--- config.mk ---
export PLATFORM = sky130hd
export DESIGN_NAME = pool_window_feeder
export DESIGN_NICKNAME = d
export VERILOG_FILES = /design/src/rtl/pool_window_feeder_pkg.sv /design/src/rtl/pool_line_buffer.sv /design/src/rtl/pool_window_feeder.sv
export SDC_FILE = /design/constraint.sdc
export NUM_CORES = 1
export LEC_CHECK = 0
export ABC_AREA = 1
export CORE_ASPECT_RATIO = 1.1
export CORE_MARGIN = 1
export CORE_UTILIZATION = 28
export CTS_CLUSTER_DIAMETER = 60
export DETAILED_ROUTE_END_ITERATION = 7
export GPL_ROUTABILITY_DRIVEN = 0
export PLACE_DENSITY_LB_ADDON = 0.08
export REMOVE_ABC_BUFFERS = 1
export SYNTH_ARGS = -nofsm -noshare
export SYNTH_HDL_FRONTEND = slang
export SYNTH_SLANG_ARGS = --single-unit
--- constraint.sdc ---
create_clock -name clk -period 8.7 [get_ports clk]
set_input_delay 1.74 -clock clk [delete_from_list [all_inputs] [get_ports clk]]
set_output_delay 1.74 -clock clk [all_outputs]
set_load 0.005 [all_outputs]
--- src/rtl/pool_window_feeder_pkg.sv ---
// Shared types and defaults for the 4x4 pooling window feeder.
// The optional window counter is enabled with POOL_WINDOW_FEEDER_STATS_EN.
package pool_window_feeder_pkg;

  typedef enum logic {
    S_FILL = 1'b0,
    S_LAST = 1'b1
  } fsm_state_t;

  localparam int DEF_DW    = 8;
  localparam int DEF_IMG_W = 28;
  localparam int DEF_IMG_H = 28;
  localparam int LB_ROWS   = 3;
  localparam int WIN_PIX   = 4;

  // Counter width that never collapses to zero bits.
  function automatic int clog2_min1(input int n);
    return (n <= 2) ? 1 : $clog2(n);
  endfunction

endpackage

--- src/rtl/pool_line_buffer.sv ---
// Three buffered band rows, each IMG_W/4 words of four packed pixels.
// Every row has its own write port and asynchronous read port.
module pool_line_buffer
  import pool_window_feeder_pkg::*;
#(
  parameter int DW    = DEF_DW,
  parameter int IMG_W = DEF_IMG_W,
  parameter int DEPTH = IMG_W / WIN_PIX,
  parameter int AW    = clog2_min1(DEPTH),
  parameter int WW    = WIN_PIX * DW
) (
  input  logic                           clk,
  input  logic [LB_ROWS-1:0]             wr_en,
  input  logic [LB_ROWS-1:0][AW-1:0]     wr_addr,
  input  logic [LB_ROWS-1:0][WW-1:0]     wr_data,
  input  logic [LB_ROWS-1:0][AW-1:0]     rd_addr,
  output logic [LB_ROWS-1:0][WW-1:0]     rd_data
);

  for (genvar r = 0; r < LB_ROWS; r++) begin : g_row
    logic [WW-1:0] mem [DEPTH];

    // Contents are never reset; every entry is written before it is read.
    always_ff @(posedge clk) begin
      if (wr_en[r]) mem[wr_addr[r]] <= wr_data[r];
    end

    assign rd_data[r] = mem[rd_addr[r]];
  end

endmodule

--- src/rtl/pool_window_feeder.sv ---
// Raster pixel stream to non-overlapping 4x4 windows for a 16:1 max pooler.
// Define POOL_WINDOW_FEEDER_STATS_EN to add the saturating win_count output.
module pool_window_feeder
  import pool_window_feeder_pkg::*;
#(
  parameter int DW    = DEF_DW,
  parameter int IMG_W = DEF_IMG_W,
  parameter int IMG_H = DEF_IMG_H
) (
  input  logic            clk,
  input  logic            reset,
  input  logic [DW-1:0]   pix_in,
  input  logic            pix_valid,
  output logic            pix_ready,
  output logic [4*DW-1:0] win_a,
  output logic [4*DW-1:0] win_b,
  output logic [4*DW-1:0] win_c,
  output logic [4*DW-1:0] win_d,
  output logic            win_valid,
  input  logic            win_ready,
  output logic            win_last
`ifdef POOL_WINDOW_FEEDER_STATS_EN
  ,
  output logic [15:0]     win_count
`endif
);

  localparam int WW    = WIN_PIX * DW;
  localparam int CW    = clog2_min1(IMG_W);
  localparam int BW    = clog2_min1(IMG_H / 4);
  localparam int DEPTH = IMG_W / WIN_PIX;
  localparam int AW    = clog2_min1(DEPTH);

  fsm_state_t state, state_nxt;

  logic [CW-1:0]   col;
  logic [1:0]      band_row;
  logic [BW-1:0]   band;
  logic [3*DW-1:0] sr;

  logic            pix_acc, col_end, grp_end, band_end, load;
  logic [AW-1:0]   grp;
  logic [WW-1:0]   packed_word;

  logic [LB_ROWS-1:0]           lb_we;
  logic [LB_ROWS-1:0][AW-1:0]   lb_waddr, lb_raddr;
  logic [LB_ROWS-1:0][WW-1:0]   lb_wdata, lb_rdata;

  assign pix_ready   = !win_valid || win_ready;
  assign pix_acc     = pix_valid && pix_ready;
  assign col_end     = (col == CW'(IMG_W - 1));
  assign grp_end     = &col[1:0];
  assign band_end    = (band == BW'(IMG_H / 4 - 1));
  assign grp         = AW'(col >> 2);
  // Column 4k+0 lands in the top bits: oldest pixel shifted furthest left.
  assign packed_word = {sr, pix_in};
  // A load only happens on a pixel acceptance, which implies the window slot is free.
  assign load        = pix_acc && grp_end && (state == S_LAST);

  for (genvar r = 0; r < LB_ROWS; r++) begin : g_lb_port
    assign lb_we[r]    = pix_acc && grp_end && (state == S_FILL) && (band_row == 2'(r));
    assign lb_waddr[r] = grp;
    assign lb_wdata[r] = packed_word;
    assign lb_raddr[r] = grp;
  end

  pool_line_buffer #(
    .DW    (DW),
    .IMG_W (IMG_W),
    .DEPTH (DEPTH),
    .AW    (AW),
    .WW    (WW)
  ) u_lb (
    .clk     (clk),
    .wr_en   (lb_we),
    .wr_addr (lb_waddr),
    .wr_data (lb_wdata),
    .rd_addr (lb_raddr),
    .rd_data (lb_rdata)
  );

  always_ff @(posedge clk or negedge reset) begin
    if (!reset) state <= S_FILL;
    else        state <= state_nxt;
  end

  always_comb begin
    state_nxt = state;
    case (state)
      S_FILL: if (pix_acc && col_end && band_row == 2'd2) state_nxt = S_LAST;
      S_LAST: if (pix_acc && col_end)                     state_nxt = S_FILL;
      default:                                            state_nxt = S_FILL;
    endcase
  end

  always_ff @(posedge clk or negedge reset) begin
    if (!reset) begin
      col      <= '0;
      band_row <= '0;
      band     <= '0;
      sr       <= '0;
    end else if (pix_acc) begin
      sr <= {sr[2*DW-1:0], pix_in};
      if (col_end) begin
        col      <= '0;
        band_row <= band_row + 2'd1;
        if (band_row == 2'd3) band <= band_end ? '0 : band + BW'(1);
      end else begin
        col <= col + CW'(1);
      end
    end
  end

  always_ff @(posedge clk or negedge reset) begin
    if (!reset) begin
      win_valid <= 1'b0;
      win_last  <= 1'b0;
      win_a     <= '0;
      win_b     <= '0;
      win_c     <= '0;
      win_d     <= '0;
    end else if (load) begin
      win_valid <= 1'b1;
      win_last  <= band_end && col_end;
      win_a     <= lb_rdata[0];
      win_b     <= lb_rdata[1];
      win_c     <= lb_rdata[2];
      win_d     <= packed_word;
    end else if (win_ready) begin
      win_valid <= 1'b0;
    end
  end

`ifdef POOL_WINDOW_FEEDER_STATS_EN
  always_ff @(posedge clk or negedge reset) begin
    if (!reset)                                           win_count <= '0;
    else if (win_valid && win_ready && win_count != 16'hFFFF) win_count <= win_count + 16'd1;
  end
`endif

endmodule
## After elaboration in Yosys (flattened, before gate mapping)

Memories as Yosys holds them, arrays and structs flattened. A register that Yosys moved wholly into a read port is not among the register bits.
Cells that the tools add are included.

| operators by class | value |
|---|---|
| add/sub/neg operators | 3 |
| eq/ne operators | 5 |
| muxes and demuxes | 13 |
| bitwise gates (word level) | 1 |
| reduce and logical (&&, ||, !) cells | 20 |

Operators with widths:

| cell | count |
|---|---|
| 1-bit logical AND | 10 |
| 1-bit 2-to-1 mux | 10 |
| 5-bit by 1-bit adder with 5-bit output (second input constant) | 1 |
| 5-bit equality test (second input constant) | 1 |
| 5-bit 2-to-1 mux | 1 |
| 2-bit equality test (second input constant) | 2 |
| 1-bit logical NOT | 4 |
| 2-bit AND reduction | 2 |
| 3-bit by 1-bit adder with 3-bit output (second input constant) | 1 |
| 3-bit equality test (second input constant) | 1 |
| 3-bit 2-to-1 mux | 1 |
| 3-bit AND reduction | 1 |
| 2-bit by 1-bit adder with 2-bit output (second input constant) | 1 |
| 2-bit by 1-bit equality test with 1-bit output (second input constant) | 1 |
| 2-bit logical NOT | 1 |
| 1-bit case mux with 2 select lines | 1 |
| 2-bit nonzero test | 1 |
| 1-bit logical OR | 1 |
| 1-bit inverter | 1 |

| storage, ports and cells | value |
|---|---|
| register bits | 69 |
| memory bits (writable) | 672 |
| memories kept | 3 |

Memories:

| name | words | bits a word | read ports | clocked after memory_dff | write ports | RTL line | RTL |
|---|---|---|---|---|---|---|---|
| u_lb.g_row[0].mem | 7 | 32 | 1 | 1 | 1 | pool_line_buffer.sv:21 | `logic [WW-1:0] mem [DEPTH];` |
| u_lb.g_row[1].mem | 7 | 32 | 1 | 1 | 1 | pool_line_buffer.sv:21 |  |
| u_lb.g_row[2].mem | 7 | 32 | 1 | 1 | 1 | pool_line_buffer.sv:21 |  |

## Logic depth before layout (Yosys ltp)

Gate-level depths: netlist of run 1.

| depth | value |
|---|---|
| depth after elaboration | 8 |
| depth in mapped cells | 10 |
| depth with buffers taken out | 8 |

## Hierarchy

From an unflattened synthesis of run 1, not the netlist that was laid out.

| unflattened totals | value |
|---|---|
| cells, all modules | 3325 |
| area total of the unflattened synthesis | 34843.4 um2 |

By module, submodules not included:

| module | instances | cells an instance | area each (um2) |
|---|---|---|---|
| pool_line_buffer | 1 | 2589 | 28332.2 |
| pool_window_feeder | 1 | 736 | 6511.2 |

## Worst setup path before layout of run 1

OpenSTA, ideal clock, no wires.

| path | value |
|---|---|
| kind | input to register |
| start point | input win_ready |
| end point | memory u_lb.g_row[2].mem[0][0] in the netlist's numbering, enable pin |
| data arrival time | 3.698 ns |
| setup slack | 4.581 ns |
| stages on the path | 6 |
| path buffers | 0 |
| cell sequence | inv_1 -> nand2_2 -> nand3_2 -> inv_1 -> nand3_1 -> nor2_1 |

| between the ends | value |
|---|---|
| longest elaborated chain between the ends | 7 |

Ends and longest elaborated chain:

| what | RTL line | RTL |
|---|---|---|
| from (decl) | pool_window_feeder.sv:20 | `input logic win_ready,` |
| 1-bit logical OR | pool_window_feeder.sv:49 | `assign pix_ready = !win_valid \|\| win_ready;` |
| via pix_ready | pool_window_feeder.sv:14 | `output logic pix_ready,` |
| 1-bit logical AND | pool_window_feeder.sv:50 | `assign pix_acc = pix_valid && pix_ready;` |
| 1-bit logical AND (3 in series) | pool_window_feeder.sv:61 | `assign lb_we[r] = pix_acc && grp_end && (state == S_FILL) && (band_row == 2'(r));` |
| 1-bit 2-to-1 mux | pool_line_buffer.sv:25 | `if (wr_en[r]) mem[wr_addr[r]] <= wr_data[r];` |
| 1-bit 2-to-1 mux (implied by the code) | pool_line_buffer.sv:25 |  |
| to (decl) | pool_line_buffer.sv:21 |  |

The timed path passes the listed nets, and every way through them passes these cells.

## Final worst setup path of run 1

| path | value |
|---|---|
| start point | register col[2] |
| end point | memory u_lb.g_row[0].mem[5][24] in the netlist's numbering, enable pin |

RTL lines:

| what | RTL line | RTL |
|---|---|---|
| from (decl) | pool_window_feeder.sv:36 | `logic [CW-1:0] col;` |
| from (signal assigned) | pool_window_feeder.sv:109 | `col <= col + CW'(1);` |
| to (decl) | pool_line_buffer.sv:21 |  |

No word-level cell before the write port.

==> results of run 1 <==
registers in the layout, indices dropped and copies added, names as in the netlist, 2 cells and up:
signal and count:
band 3, band_row 2, col 5, sr 24, u_lb.g_row.mem 672, win_a 32
win_b 32, win_c 32, win_d 32
where the power goes:
| part | switching (mW) | internal, mW |
|---|---|---|
| sequential | 0.658 | 4.91 |
| combinational | 2.32 | 1.25 |
| clock | 1.76 | 2.53 |
how the worst max path moves through the flow:
stage,endpoint,slack [ns],cells past startpoint
floorplan,u_lb.g_row[2].mem[3][0],-2.83,4
global placement,u_lb.g_row[1].mem[1][31],3.47,7
detailed placement,u_lb.g_row[2].mem[6][3],3.54,7
CTS,u_lb.g_row[0].mem[5][28],3.94,4
global route,u_lb.g_row[0].mem[5][28],3.75,4
finish,u_lb.g_row[0].mem[5][24],4.04,4
cell families after synthesis:
logic type | share of synthesized area, %
buf+inv | 4.39
compound gates | 0.227
simple gates | 22.7
xor+xnor | 0.0522
flops | 72.5
fa+ha+maj | 0.186
worst max-delay path, stage by stage (launching register included):
cell	delay (ns)
dfrtp_4	0.90
buf_4	0.75
buf_4	0.93
nand2_1	0.41
nor2_4	1.11
through the flow:
stage,power (mW),instances,hold slack (ns),area [um2]
after detailed placement,9.33,4743,0.461,36800
after global routing,14.3,4939,0.495,40200
final,13.4,4940,0.468,40300
after floorplan,7.46,3019,0.465,32900
after CTS,13.7,4937,0.474,40200
after global placement,9.33,4738,0.457,36700
metal layers:
layer	share of wire [%]	wire [um]	vias up
li1	-	-	10500
met1	47	48700	10900
met2	47	49100	413
met3	3.6	3690	129
met4	2.1	2140	0
met5	0	0	-
cell type report:
cell class	count	area (um2)
timing repair buffer	185	1850
clock inverter	59	608
inverter	208	798
tap	1541	1930
clock buffer	135	2800
antenna	1	2.50
multi-input combinational	1974	7950
fill	11800	78000
sequential	837	24300
cell usage in the layout, fill, tap and decap left out, types with 3 or more instances in the layout:
master,Yosys,final
clkbuf_1,44,25
clkdlybuf4s50_1,0,141
inv_4,0,3
nand2_1,1521,1520
edfxtp_1,672,672
ha_1,5,5
inv_1,203,203
clkbuf_8,0,4
o21ai_0,11,11
clkinv_8,0,3
clkinvlp_4,0,5
clkbuf_16,0,106
nand2_2,2,3
inv_6,0,8
clkinv_2,0,19
nand3_1,203,203
nor2_1,219,196
nor3_1,3,3
buf_4,10,36
nor2_4,1,25
bufinv_16,0,8
dfrtp_1,165,163
clkinv_4,0,7
clkinv_1,1,7
buf_12,0,5
==> reports/metrics.yaml, run 1 <==
logic_synthesis:
  synth_edf_count: 672
  ys_top_cells_by_area: "edfxtp_1 60%, nand2_1 17%, dfrtp_1 12%, nand3_1 3.0%, nor2_1 2.5%"
  synth_top_area_cell: "edfxtp_1"
  ys.flop_type: "edfxtp_1"
  synth.most_common_cell: "nand2_1"
  ys_warn_count: 0
  synth_top_area_share_pct: 60.1
  netlist_area_um2: 33500
  yosys-top-cells-count: "1521 x nand2_1, 672 x edfxtp_1, 219 x nor2_1"
  syn_avg_cell_area_um2: 10.6
  synth_seq_cells: 837
  netlist_instances: 3167
  synth_seq_area_share_pct: 72.5
  synth-async-reset-ratio_pct: 19.7
  yosysUniqueCellTypes: 24
setup_path:
  path_max_fanout: 83
  crit_path_start: "col[2]"
  reg2regPathDepth: 4
  r2r_slack_ns: 4.04
  r2r_end: "u_lb.g_row[0].mem[5][24]"
  end_kind: "flop"
  required_ns: 9.00
  startpoint_type: "flop"
  arrival_ns: 4.97
  reg2reg_from: "col[2]"
  critPathKind: "flop to flop"
sta:
  setup_ws_ns: 4.04
  finalMaxSlewViolations: 0
  worstMarginPinSlew_ns: 1.34
  relSlewSlack_pct: 10.8
  finalHoldViolations: 0
  period_needed_ns: 4.66
  period_share_pct: 53.6
  setup_tns_ns: 0
  setup_viol: 0
  rsz0062_at_grt: "false"
  finClkSkew_ns: 0.0314
  fmax_mhz: 215
power_and_ir_drop:
  peakVddDrop_v: 0.000256
  power_leakage_nw: 16.6
  powerDensity_nw_per_um2: 334
worst_hold_path:
  hold_class: "flop to flop"
  whs_endpoint: "win_d[31]"
  min-delay-start: "win_d[31]"
  whs_path_depth: 2
clock_network:
  root_buffer: "clkbuf_16"
  cts_max_level: 3
  clkLatencyLatePin_ns: 0.71
  clock_path_buffers: 3
  clk_pin_slew_ns: 0.06
  cts_buffers: 104
  post_cts_buffers: 0
  cts-resized-gates: 0
  numClockSinks: 837
  cts_hold_buf: 0
  cts_tree: "done"
routing:
  vias: 21900
  drt_pass1_iterations: 5
  postRouteAntennaNets: 0
  drtIter0Drc: 1619
  drc: 0
  drt_wl_total_um: 104000
  wl_per_cell_um: 21.0
  viasPerCell: 4.44
grt:
  grt_use_met3_pct: 2.23
  grt-ovfl-total: 0
  met1_usage_pct: 23.5
  grt_start_max_net_pins: 139
  grt.busiest_layer: "met2"
  grt_usage_pct: 17.3
  grt_pass1_vias: 22400
  grt_first_pass_wirelength_um: 154000
  antenna_found_initial: 2
  met2_usage_pct: 28.7
floorplan:
  placementRows: 132
  start_util_pct: 28.4
  dieArea_um2: 121000
  dieHeight_um: 365
  io_pins: 143
  core_area_um2: 118000
  die_w_um: 332
finish:
  drive_gt1_share_pct: 7.12
  final_nets: 3327
  area_growth_syn_to_layout_pct: 20.0
  final_core_util_pct: 34.0
run_status:
  status: "finished clean"
flow_run:
  cap_violations: 0
placed_design:
  dp_hpwl_um: 55300
  portBuffers: 142
  dp_slack_ns: 3.54
No activity file was read; power rests on OpenSTA's default activity.
==> run 2, diff against run 1 <==
- clock period: 8.7 -> 4.5 ns (I/O delays scaled with it)
==> run 2 against run 1 <==
Effect of this change:
- sequential share of layout area is 0.30 points lower
- first-iteration DRC count is 11% lower
- core utilization is 0.17 points higher
- register-to-register slack worse by 2.5 ns
- hold slack worse by 0.23 ns
- critical path depth stayed put
- sequential cell count stayed put
- via count is 0.43% lower
==> reports/metrics.yaml, run 2 (same netlist as run 1, synthesis figures left out) <==
routing:
  drtIter0Drc: 1445
  viasPerCell: 4.40
  drt_pass1_iterations: 5
  vias: 21800
  drt_wl_total_um: 102000
  postRouteAntennaNets: 0
  wl_per_cell_um: 20.6
  drc: 0
grt:
  grt_start_max_net_pins: 195
  antenna_found_initial: 2
  grt_first_pass_wirelength_um: 151000
  grt_pass1_vias: 22300
  grt_usage_pct: 16.9
  grt-ovfl-total: 0
sta:
  fmax_mhz: 333
  relSlewSlack_pct: 3.14
  finalMaxSlewViolations: 0
  setup_ws_ns: 1.50
  period_share_pct: 66.7
  period_needed_ns: 3.00
  finClkSkew_ns: 0.0297
  worstMarginPinSlew_ns: 1.45
  rsz0062_at_grt: "false"
  setup_viol: 0
  finalHoldViolations: 0
finish:
  final_core_util_pct: 34.2
  postLayoutCellArea_um2: 40500
  layout_common_cells: "1520 x nand2_1, 672 x edfxtp_1, 203 x nand3_1, 203 x inv_1, 196 x nor2_1"
  final_common_cell: "nand2_1"
  drive_gt1_share_pct: 7.42
  final_nets: 3350
  area_growth_syn_to_layout_pct: 20.6
  largest_reg_flops: 672
clock_network:
  numClockSinks: 837
  root_buffer: "clkbuf_16"
  cts_max_level: 3
  clk_pin_slew_ns: 0.06
  cts_tree: "done"
  cts_hold_buf: 0
  clock_path_buffers: 3
  post_cts_buffers: 0
  cts_buffers: 102
  cts-resized-gates: 0
  clkLatencyLatePin_ns: 0.68
setup_path:
  path_buf_inv: 2
  path_max_fanout: 194
  cpPeakStageDelay_ns: 0.65
  critPathTopFamily: "buffers and inverters"
  cp_slowest_cell: "dfrtp_4"
  r2r_slack_ns: 1.50
  crit_chain: "buf_12, nand2_1, nor2_4, buf_4"
  reg2reg_from: "col[2]"
  reg2regPathDepth: 4
  r2r_end: "u_lb.g_row[0].mem[5][5]"
  critPathKind: "flop to flop"
  end_kind: "flop"
  required_ns: 4.80
  startpoint_type: "flop"
  arrival_ns: 3.30
floorplan:
  dieHeight_um: 365
  die_w_um: 332
  core_area_um2: 118000
  io_pins: 143
  placementRows: 132
  start_util_pct: 28.4
  dieArea_um2: 121000
placed_design:
  dp_slack_ns: 0.805
  portBuffers: 142
  dp_hpwl_um: 58200
  place_area_um2: 37000
power_and_ir_drop:
  intPower_mw: 17.0
  seqPwrFrac_pct: 39.6
  p_switching_mw: 9.25
  powerDensity_nw_per_um2: 649
  swShare_pct: 35.2
  power_leakage_nw: 16.7
  pwr-share-clk_pct: 31.7
  peakVddDrop_v: 0.000417
  power_frac_comb_pct: 28.7
flow_run:
  cap_violations: 0
run_status:
  status: "finished clean"
worst_hold_path:
  hold_class: "input pin to asynchronous set/reset pin"
[run 2: metal layers]
layer	global-route usage, %	wire length (um)	vias up
met5	0	0	-
met1	23.9	49900	10800
li1	-	-	10500
met2	27.4	47100	386
met3	2.45	3880	102
met4	4.30	1650	0
[run 2: through the flow]
stage / setup TNS (ns) / hold slack (ns) / power (mW) / cells
after floorplan: -4125.76 / 0.465 / 14.4 / 3019
after global placement: 0 / 0.456 / 18.3 / 4770
after detailed placement: 0 / 0.462 / 18.3 / 4770
after CTS: 0 / 0.259 / 26.8 / 4963
after global routing: 0 / 0.283 / 27.9 / 4963
final: 0 / 0.234 / 26.3 / 4964
[run 2: worst max-delay path by stage]
stage,from,end,slack (ns),cells past startpoint
finish,col[2],u_lb.g_row[0].mem[5][5],1.50,4
global route,col[2],u_lb.g_row[0].mem[5][17],1.21,4
CTS,col[2],u_lb.g_row[0].mem[5][5],1.32,4
detailed placement,win_ready,u_lb.g_row[1].mem[1][28],0.80,8
global placement,win_ready,u_lb.g_row[1].mem[1][27],0.80,8
floorplan,col[2],u_lb.g_row[2].mem[3][0],-7.03,4
[run 2: final cells by class]
| cell class | count | area (um2) |
|---|---|---|
| inverters | 208 | 798 |
| diodes | 1 | 2.50 |
| clock inverters | 49 | 598 |
| well taps | 1541 | 1930 |
| fillers | 11900 | 77800 |
| multi-input cells | 1974 | 7950 |
| repair buffers | 210 | 2050 |
| clock buffers | 144 | 2810 |
| flip-flops and latches | 837 | 24300 |
[run 2: power groups by stage]
| stage | Sequential [mW] | Combinational (mW) | Clock (mW) |
|---|---|---|---|
| after CTS | 10.4 | 7.76 | 8.58 |
| after global placement | 10.6 | 7.79 | 0 |
| after detailed placement | 10.6 | 7.74 | 0 |
| after floorplan | 10.5 | 3.87 | 0 |
| final | 10.4 | 7.53 | 8.33 |
| after global routing | 10.5 | 8.49 | 8.89 |
